--- src/rtl/mcu_spi_target_if.sv ---
// Signal bundle between the MCU SPI pins, the per-target command decoders and mcu_spi_target.
// The slave view is the SPI target itself; the master view is the MCU/decoder side.
interface mcu_spi_target_if;
    logic       spi_csn;
    logic       spi_sclk;
    logic       spi_mosi;
    logic       spi_miso;
    logic [7:0] sys_din;
    logic [7:0] hid_din;
    logic [7:0] osd_din;
    logic [7:0] sdc_din;
    logic [7:0] data_out;
    logic       data_start;
    logic       sys_strobe;
    logic       hid_strobe;
    logic       osd_strobe;
    logic       sdc_strobe;

    modport slave (
        input  spi_csn, spi_sclk, spi_mosi,
        input  sys_din, hid_din, osd_din, sdc_din,
        output spi_miso, data_out, data_start,
        output sys_strobe, hid_strobe, osd_strobe, sdc_strobe
    );

    modport master (
        output spi_csn, spi_sclk, spi_mosi,
        output sys_din, hid_din, osd_din, sdc_din,
        input  spi_miso, data_out, data_start,
        input  sys_strobe, hid_strobe, osd_strobe, sdc_strobe
    );
endinterface

--- src/rtl/mcu_spi_target.sv ---
// MCU SPI (mode 0) target: byte 0 selects one of four command decoders, later bytes are
// strobed to it, and each decoder's reply is shifted back on MISO during the following byte.
module mcu_spi_target (
    input  logic            clk,
    input  logic            reset,
    mcu_spi_target_if.slave bus
);
    logic       r_csn_meta, r_csn_sync, r_csn_hist;
    logic       r_sclk_meta, r_sclk_sync, r_sclk_hist;
    logic       r_mosi_meta, r_mosi_sync;
    logic [1:0] r_fill;
    logic       r_armed;
    logic [6:0] r_rx;
    logic [2:0] r_bit_cnt;
    logic [1:0] r_byte_idx;
    logic [1:0] r_target;
    logic       r_invalid;
    logic [7:0] r_tx;
    logic       r_done;
    logic       r_ld;
    logic [7:0] r_data_out;
    logic       r_data_start;
    logic [3:0] r_strobe;

    logic       w_active, w_rise, w_fall, w_csn_rise, w_complete;
    logic [7:0] w_byte;
    logic [7:0] w_din;

    // Pin synchronizers; r_armed stays low after reset until csn has truly been sampled high,
    // so a transaction cut by reset cannot resume mid-stream.
    always_ff @(posedge clk) begin
        if (reset) begin
            r_csn_meta  <= 1'b1;
            r_csn_sync  <= 1'b1;
            r_csn_hist  <= 1'b1;
            r_sclk_meta <= 1'b0;
            r_sclk_sync <= 1'b0;
            r_sclk_hist <= 1'b0;
            r_mosi_meta <= 1'b0;
            r_mosi_sync <= 1'b0;
            r_fill      <= 2'd0;
            r_armed     <= 1'b0;
        end else begin
            r_csn_meta  <= bus.spi_csn;
            r_csn_sync  <= r_csn_meta;
            r_csn_hist  <= r_csn_sync;
            r_sclk_meta <= bus.spi_sclk;
            r_sclk_sync <= r_sclk_meta;
            r_sclk_hist <= r_sclk_sync;
            r_mosi_meta <= bus.spi_mosi;
            r_mosi_sync <= r_mosi_meta;
            r_fill      <= (r_fill == 2'd2) ? r_fill : r_fill + 2'd1;
            r_armed     <= r_armed | ((r_fill == 2'd2) & r_csn_sync);
        end
    end

    // Edges are only honoured while csn_sync is low, so a coincident deassertion wins.
    assign w_active   = ~r_csn_sync & r_armed;
    assign w_rise     = w_active & r_sclk_sync & ~r_sclk_hist;
    assign w_fall     = w_active & ~r_sclk_sync & r_sclk_hist;
    assign w_csn_rise = r_csn_sync & ~r_csn_hist;
    assign w_byte     = {r_rx, r_mosi_sync};
    assign w_complete = w_rise & (r_bit_cnt == 3'd7);

    // Reply byte of the currently selected target.
    always_comb begin
        w_din = 8'h00;
        case (r_target)
            2'd0:    w_din = bus.sys_din;
            2'd1:    w_din = bus.hid_din;
            2'd2:    w_din = bus.osd_din;
            2'd3:    w_din = bus.sdc_din;
            default: w_din = 8'h00;
        endcase
    end

    // Byte assembly, target decode, strobe generation and the MISO shifter.
    always_ff @(posedge clk) begin
        if (reset) begin
            r_rx         <= 7'd0;
            r_bit_cnt    <= 3'd0;
            r_byte_idx   <= 2'd0;
            r_target     <= 2'd0;
            r_invalid    <= 1'b0;
            r_tx         <= 8'h00;
            r_done       <= 1'b0;
            r_ld         <= 1'b0;
            r_data_out   <= 8'h00;
            r_data_start <= 1'b0;
            r_strobe     <= 4'b0000;
        end else if (w_csn_rise) begin
            r_bit_cnt  <= 3'd0;
            r_byte_idx <= 2'd0;
            r_invalid  <= 1'b0;
            r_tx       <= 8'h00;
            r_done     <= 1'b0;
            r_ld       <= 1'b0;
            r_strobe   <= 4'b0000;
        end else begin
            r_strobe <= 4'b0000;
            r_done   <= w_complete;
            // The extra stage gives the decoder one clk after its strobe to present a reply.
            r_ld     <= r_done;
            if (w_rise) begin
                r_rx      <= w_byte[6:0];
                r_bit_cnt <= r_bit_cnt + 3'd1;
            end
            if (w_complete) begin
                if (r_byte_idx == 2'd0) begin
                    r_target  <= w_byte[1:0];
                    r_invalid <= (w_byte > 8'd3);
                end else if (!r_invalid) begin
                    r_data_out   <= w_byte;
                    r_data_start <= (r_byte_idx == 2'd1);
                    case (r_target)
                        2'd0:    r_strobe <= 4'b0001;
                        2'd1:    r_strobe <= 4'b0010;
                        2'd2:    r_strobe <= 4'b0100;
                        2'd3:    r_strobe <= 4'b1000;
                        default: r_strobe <= 4'b0000;
                    endcase
                end
                if (r_byte_idx != 2'd2) begin
                    r_byte_idx <= r_byte_idx + 2'd1;
                end
            end
            if (r_ld) begin
                r_tx <= r_invalid ? 8'h00 : w_din;
            end else if (w_fall && (r_bit_cnt != 3'd0)) begin
                r_tx <= {r_tx[6:0], 1'b0};
            end
        end
    end

    assign bus.spi_miso   = r_tx[7] & ~r_csn_sync;
    assign bus.data_out   = r_data_out;
    assign bus.data_start = r_data_start;
    assign bus.sys_strobe = r_strobe[0];
    assign bus.hid_strobe = r_strobe[1];
    assign bus.osd_strobe = r_strobe[2];
    assign bus.sdc_strobe = r_strobe[3];
endmodule

--- src/flat_wrapper.sv ---
// flat-port wrapper written by rule: the top's interface ports become plain ports
module mcu_spi_target_flat 
  (clk, reset, bus_spi_csn, bus_spi_sclk, bus_spi_mosi, bus_sys_din, bus_hid_din, bus_osd_din, bus_sdc_din, bus_spi_miso, bus_data_out, bus_data_start, bus_sys_strobe, bus_hid_strobe, bus_osd_strobe, bus_sdc_strobe);
  mcu_spi_target_if bus_i ();
  input  logic clk;
  input  logic reset;
  input wire logic [$bits(bus_i.spi_csn)-1:0] bus_spi_csn;
  input wire logic [$bits(bus_i.spi_sclk)-1:0] bus_spi_sclk;
  input wire logic [$bits(bus_i.spi_mosi)-1:0] bus_spi_mosi;
  input wire logic [$bits(bus_i.sys_din)-1:0] bus_sys_din;
  input wire logic [$bits(bus_i.hid_din)-1:0] bus_hid_din;
  input wire logic [$bits(bus_i.osd_din)-1:0] bus_osd_din;
  input wire logic [$bits(bus_i.sdc_din)-1:0] bus_sdc_din;
  output wire logic [$bits(bus_i.spi_miso)-1:0] bus_spi_miso;
  output wire logic [$bits(bus_i.data_out)-1:0] bus_data_out;
  output wire logic [$bits(bus_i.data_start)-1:0] bus_data_start;
  output wire logic [$bits(bus_i.sys_strobe)-1:0] bus_sys_strobe;
  output wire logic [$bits(bus_i.hid_strobe)-1:0] bus_hid_strobe;
  output wire logic [$bits(bus_i.osd_strobe)-1:0] bus_osd_strobe;
  output wire logic [$bits(bus_i.sdc_strobe)-1:0] bus_sdc_strobe;
  assign bus_i.spi_csn = bus_spi_csn;
  assign bus_i.spi_sclk = bus_spi_sclk;
  assign bus_i.spi_mosi = bus_spi_mosi;
  assign bus_i.sys_din = bus_sys_din;
  assign bus_i.hid_din = bus_hid_din;
  assign bus_i.osd_din = bus_osd_din;
  assign bus_i.sdc_din = bus_sdc_din;
  assign bus_spi_miso = bus_i.spi_miso;
  assign bus_data_out = bus_i.data_out;
  assign bus_data_start = bus_i.data_start;
  assign bus_sys_strobe = bus_i.sys_strobe;
  assign bus_hid_strobe = bus_i.hid_strobe;
  assign bus_osd_strobe = bus_i.osd_strobe;
  assign bus_sdc_strobe = bus_i.sdc_strobe;
  mcu_spi_target u_core (.clk(clk), .reset(reset), .bus(bus_i));
endmodule
--- config.mk ---
export PLATFORM = sky130hd
export DESIGN_NAME = mcu_spi_target_flat
export DESIGN_NICKNAME = d
export VERILOG_FILES = /design/src/rtl/mcu_spi_target_if.sv /design/src/rtl/mcu_spi_target.sv /design/src/flat_wrapper.sv
export SDC_FILE = /design/constraint.sdc
export NUM_CORES = 1
export LEC_CHECK = 0
export ABC_AREA = 1
export BUFFER_PORTS_ARGS = -buffer_cell sky130_fd_sc_hd__buf_4
export CORE_ASPECT_RATIO = 0.9
export CORE_MARGIN = 2
export CORE_UTILIZATION = 45
export CTS_CLUSTER_SIZE = 8
export DETAILED_ROUTE_END_ITERATION = 6
export GPL_TIMING_DRIVEN = 1
export PLACE_DENSITY = 0.66
export RECOVER_POWER = 100
export SYNTH_ARGS = -nofsm -noshare
export SYNTH_HDL_FRONTEND = slang
export SYNTH_SLANG_ARGS = --single-unit
--- constraint.sdc ---
create_clock -name clk -period 2.3 [get_ports clk]
set_input_delay 0.115 -clock clk [delete_from_list [all_inputs] [get_ports clk]]
set_output_delay 0.115 -clock clk [all_outputs]
set_load 0.1 [all_outputs]
; ---- Yosys cells after proc, flatten, opt, wreduce, memory -nomap -nowiden
; Cells that the tools add are included.
[classes]
add_sub_neg = 3
mul = 0
div_mod_pow = 0
order_cmp = 1
eq_ne = 7
shifts = 0
muxes = 5
n_bitwise = 18
reduce_logical = 12
[op_table]
columns = op, count
row1 = $pmux W8 S4, 1
row2 = $mux W8, 3
row3 = $pmux W4 S4, 1
row4 = $and A1 B1 Y1, 9
row5 = $gt A8 B2 Y1 const B, 1
row6 = $not A1 Y1, 8
row7 = $eq A2 B2 Y1 const B, 3
row8 = $reduce_and A2 Y1, 3
row9 = $reduce_or A5 Y1, 1
row10 = $add A2 B1 Y2 const B, 2
row11 = $eq A2 B1 Y1 const B, 2
row12 = $logic_not A2 Y1, 2
row13 = $reduce_and A4 Y1, 1
row14 = $add A3 B1 Y3 const B, 1
row15 = $eq A3 B3 Y1 const B, 1
row16 = $reduce_and A3 Y1, 1
row17 = $reduce_bool A3 Y1, 1
row18 = $ne A2 B2 Y1 const B, 1
row19 = $reduce_bool A2 Y1, 1
row20 = $reduce_or A2 Y1, 1
row21 = $logic_and A1 B1 Y1, 1
row22 = $or A1 B1 Y1, 1
[word_totals]
ff_bits = 49
latchBits = 0
mem_bits_rw = 0
romBits = 0
inputBits = 37
out_inout_bits = 14
mem_count = 0

; ---- Depth between registers and ports, before layout
[depth]
word_depth = 7
depth_mapped = 9
depth_no_buf = 9

; ---- Least setup slack after synthesis
; No wires, ideal clock.
[synth_timing]
path_type = reg2out
start = reg u_core.r_csn_sync
end = out bus_spi_miso
t_arrival_ns = 1.591
t_required_ns = 2.185
slack_ns = 0.594
stages_incl_launch_ff = 2
path_cell_list = dfxtp_1 nor2_1
[synth_between]
elab_chain_cells = 2
[synth_rtl]
columns = item, line
row1 = start: declaration, mcu_spi_target.sv:8  ; logic r_csn_meta, r_csn_sync, r_csn_hist;
row2 = start signal: assignment, mcu_spi_target.sv:45  ; r_csn_sync <= r_csn_meta;
row3 = $not A1 Y1, mcu_spi_target.sv:135  ; assign bus.spi_miso = r_tx[7] & ~r_csn_sync;
row4 = $and A1 B1 Y1, mcu_spi_target.sv:135
row5 = end: declaration, flat_wrapper.sv:14  ; output wire logic [$bits(bus_i.spi_miso)-1:0] bus_spi_miso;
; No other way between the ends.

; ---- Final worst setup path
; Ends and elaborated chain as after synthesis.

==> summary.md <==
| Metric | Value |
|---|---|
| CTS Buf Count | `5` |
| Worst-margin pin slew | `1170 ps` |
| Hold crit path type | `in -> reg` |
| CP Capture Type | `output pin` |
| CTS tree | `yes` |
| CTS Buffer Depth | `2` |
| Die H | `71.1 µm` |
| Area grow syn2layout | `18.2%` |
| Power Dens Cells | `~550 nW/µm²` |
| Reg2reg path depth | `8` |
| Largest area contributor in the netlist | `dfxtp_1` |
| WP data arrival | `1610 ps` |
| RSZ-0062 raised after global routing | `false` |
| Reg2reg setup slack | `roughly 600 ps` |
| Syn_nets | `between 300 and 400` |
| Buffers added on ports | `50` |
| Width of the die | `between 70 and 80 µm` |
| Per-cell routed wire length | `around 11 µm` |
| Dominant synthesized flop cell | `dfxtp_1` |
| Final HPWL DP | `between 3 and 4 mm` |
| Post-Place Setup Slack | `652 ps` |
| Worst EP required | `2180 ps` |
| Max Fclk | `between 500 and 600 MHz` |
| Minimum clock period | `1720 ps` |
| Synth warn | `0` |
| DRT antenna net count | `0` |
| Hold Startpoint | `bus_spi_mosi` |
| Peak supply drop | `approximately 490 µV` |
| Max capacitance violation total | `0` |
| Die ar. | `5590 µm²` |
| Terminus of the critical flop-to-flop path | `u_core.bus.data_out[0]` |
| Hold_ws | `about 18 ps` |
| RR Startpoint | `u_core.r_bit_cnt[0]` |
| Sequential area share after synthesis | `43.5%` |
| Remaining DRCs | `0` |
| Setup ws final | `~580 ps` |
| Commonest non-fill, non-tap cell in the layout | `nor2_1` |
| Final wirelength | `around 4.8 mm` |
| Post-synth top area share | `between 40% and 50%` |
| #FFs+latches synth | `49` |
| Overall routing resource usage | `between 15 and 20%` |
| Hold Path Depth | `3` |
| LEAKAGE | `approximately 1.2 nW` |
| Clock sinks | `49` |
| Post-route setup TNS | `0 ps` |
| Crit path max fanout | `4` |
| First-pass GRT wire length | `about 8.1 mm` |
| Via count | `between 2,000 and 2,500` |
| Async SR Flop Fraction | `0%` |
| Most frequent cells in the layout | `81 x nor2_1, 65 x nand2_1, 49 x dfxtp_1` |
| Vias in the first global route | `~1,900` |
| Slew Limit Fails | `0` |
| IO Count | `about 50` |
| Setup crit start kind | `flop` |
| Row cnt | `24` |
| Post-Syn Area | `around 2300 µm²` |
| DRT Pass-1 Iters | `4` |
| Grt total ovfl | `0` |
| EDFF count, synth | `0` |
| Mapped Cells | `326` |
| Final nets | `420` |
| Class of the most critical setup path | `reg -> out` |
| Reg clk slew, reported paths | `80 ps` |
| Core Box Area | `~4800 µm²` |
| Crit share post-route | `75.0%` |
| Root Driver | `clkbuf_8` |
| Ratio of cells with drive above 1 in the final layout | `between 10% and 20%` |
| Clk Latency, worst-skew pair | `just under 300 ps` |
| 1st-iter DRT viols | `115` |
| Diodes inserted | `0` |
| Vias per inst | `4.68` |
| Final setup fails | `0` |
| Clock skew | `roughly 5.3 ps` |
| Yosys cell types | `25` |
| RD Place Congestion | `around 0.83` |
| Worst hold endpoint | `u_core.r_mosi_meta` |
| Initial antenna violation count | `0` |
| Htree depth | `2` |
| Synth top area cells | `dfxtp_1 44%, nor2_1 13%, nand2_1 10%` |
| Initial Util | `46.6%` |
| Slew Limit Headroom | `a little under a quarter` |
| Largest net degree at the start of global routing | `20` |
| Fillers | `501` |
| Status | `finished, final reports clean` |
| Syn avg cell area | `6.91 µm²` |
| Final hold vios | `0` |
## per-layer routing
layer	up-vias	GRT usage (%)	wire (µm)
li1	1116	-	-
met4	0	6.04	53
met5	-	0	0
met1	907	25.9	2450
met3	5	4.21	209
met2	32	27.8	2050
## cells by family after synthesis
group | count (synthesis) | share of synthesized area [%]
and+or+nand+nor | 180 | 33.9
adders and majority gates | 7 | 3.89
DFF | 49 | 43.5
buffers and inverters | 46 | 8.72
AOI/OAI and AO/OA | 44 | 9.94
## how the worst max path moves through the flow
stage | start | endpoint | slack (ps) | depth (start not counted)
5_1_grt | u_core.r_byte_idx[0] | u_core.bus.data_out[4] | 350 | 9
4_1_cts | u_core.r_bit_cnt[0] | u_core.bus.data_out[6] | 640 | 8
3_3_place_gp | u_core.r_bit_cnt[0] | u_core.bus.data_out[3] | 720 | 8
6_report | u_core.r_csn_sync | bus_spi_miso | 580 | 2
2_1_floorplan | u_core.r_csn_sync | bus_spi_miso | 590 | 1
3_5_place_dp | u_core.r_bit_cnt[0] | u_core.bus.data_out[6] | 650 | 8
## metrics by stage
step	instance area, µm²	instances	util [%]	power [mW]
global placement	2660	433	55.1	1.03
floorplan	2250	326	-	0.973
finish	2660	440	55.1	1.47
detailed placement	2660	433	55.1	1.04
global route	2660	440	55.1	1.55
CTS	2750	440	56.8	1.50
## sequential cells by signal, summed over array words and instances (netlist names), 2 cells and up
register	count
u_core.r_tx	8
u_core.r_target	2
u_core.r_byte_idx	2
u_core.r_strobe	4
u_core.bus.data_out	8
u_core.r_bit_cnt	3
u_core.r_rx	7
u_core.r_fill	2
## where the power goes
part	internal (mW)	switching, mW
combinational	0.0680	0.0606
clock	0.200	0.255
sequential	0.872	0.0111
## cell usage after synthesis (3+ instances only)
cell type,count
dfxtp_1,49
clkbuf_1,3
buf_4,3
inv_1,32
nand3_1,26
ha_1,7
nor2_1,80
o21ai_0,26
nand2_2,3
a21oi_1,16
nand2_1,61
## critical path, cell delays in order, from the launching register on
cell and delay [ps]:
dfxtp_1 340, nor2_1 110, clkbuf_1 870
## timing repair
item,4_1_cts,5_1_grt
endpoints found under the hold margin,1,0
hold buffers,1,0
buffers inserted,0,0
resized for setup,0,0
## area by class of cell
type	count	area, µm²	share of cell area, %
clock inverter	1	5.00	0.188
inverter	37	141	5.31
timing repair buffer	52	337	12.6
multi-input combinational	231	1050	39.4
tap	65	81.3	3.05
sequential	49	981	36.8
clock buffer	5	68.8	2.58
(Power assumes the default switching activity.)
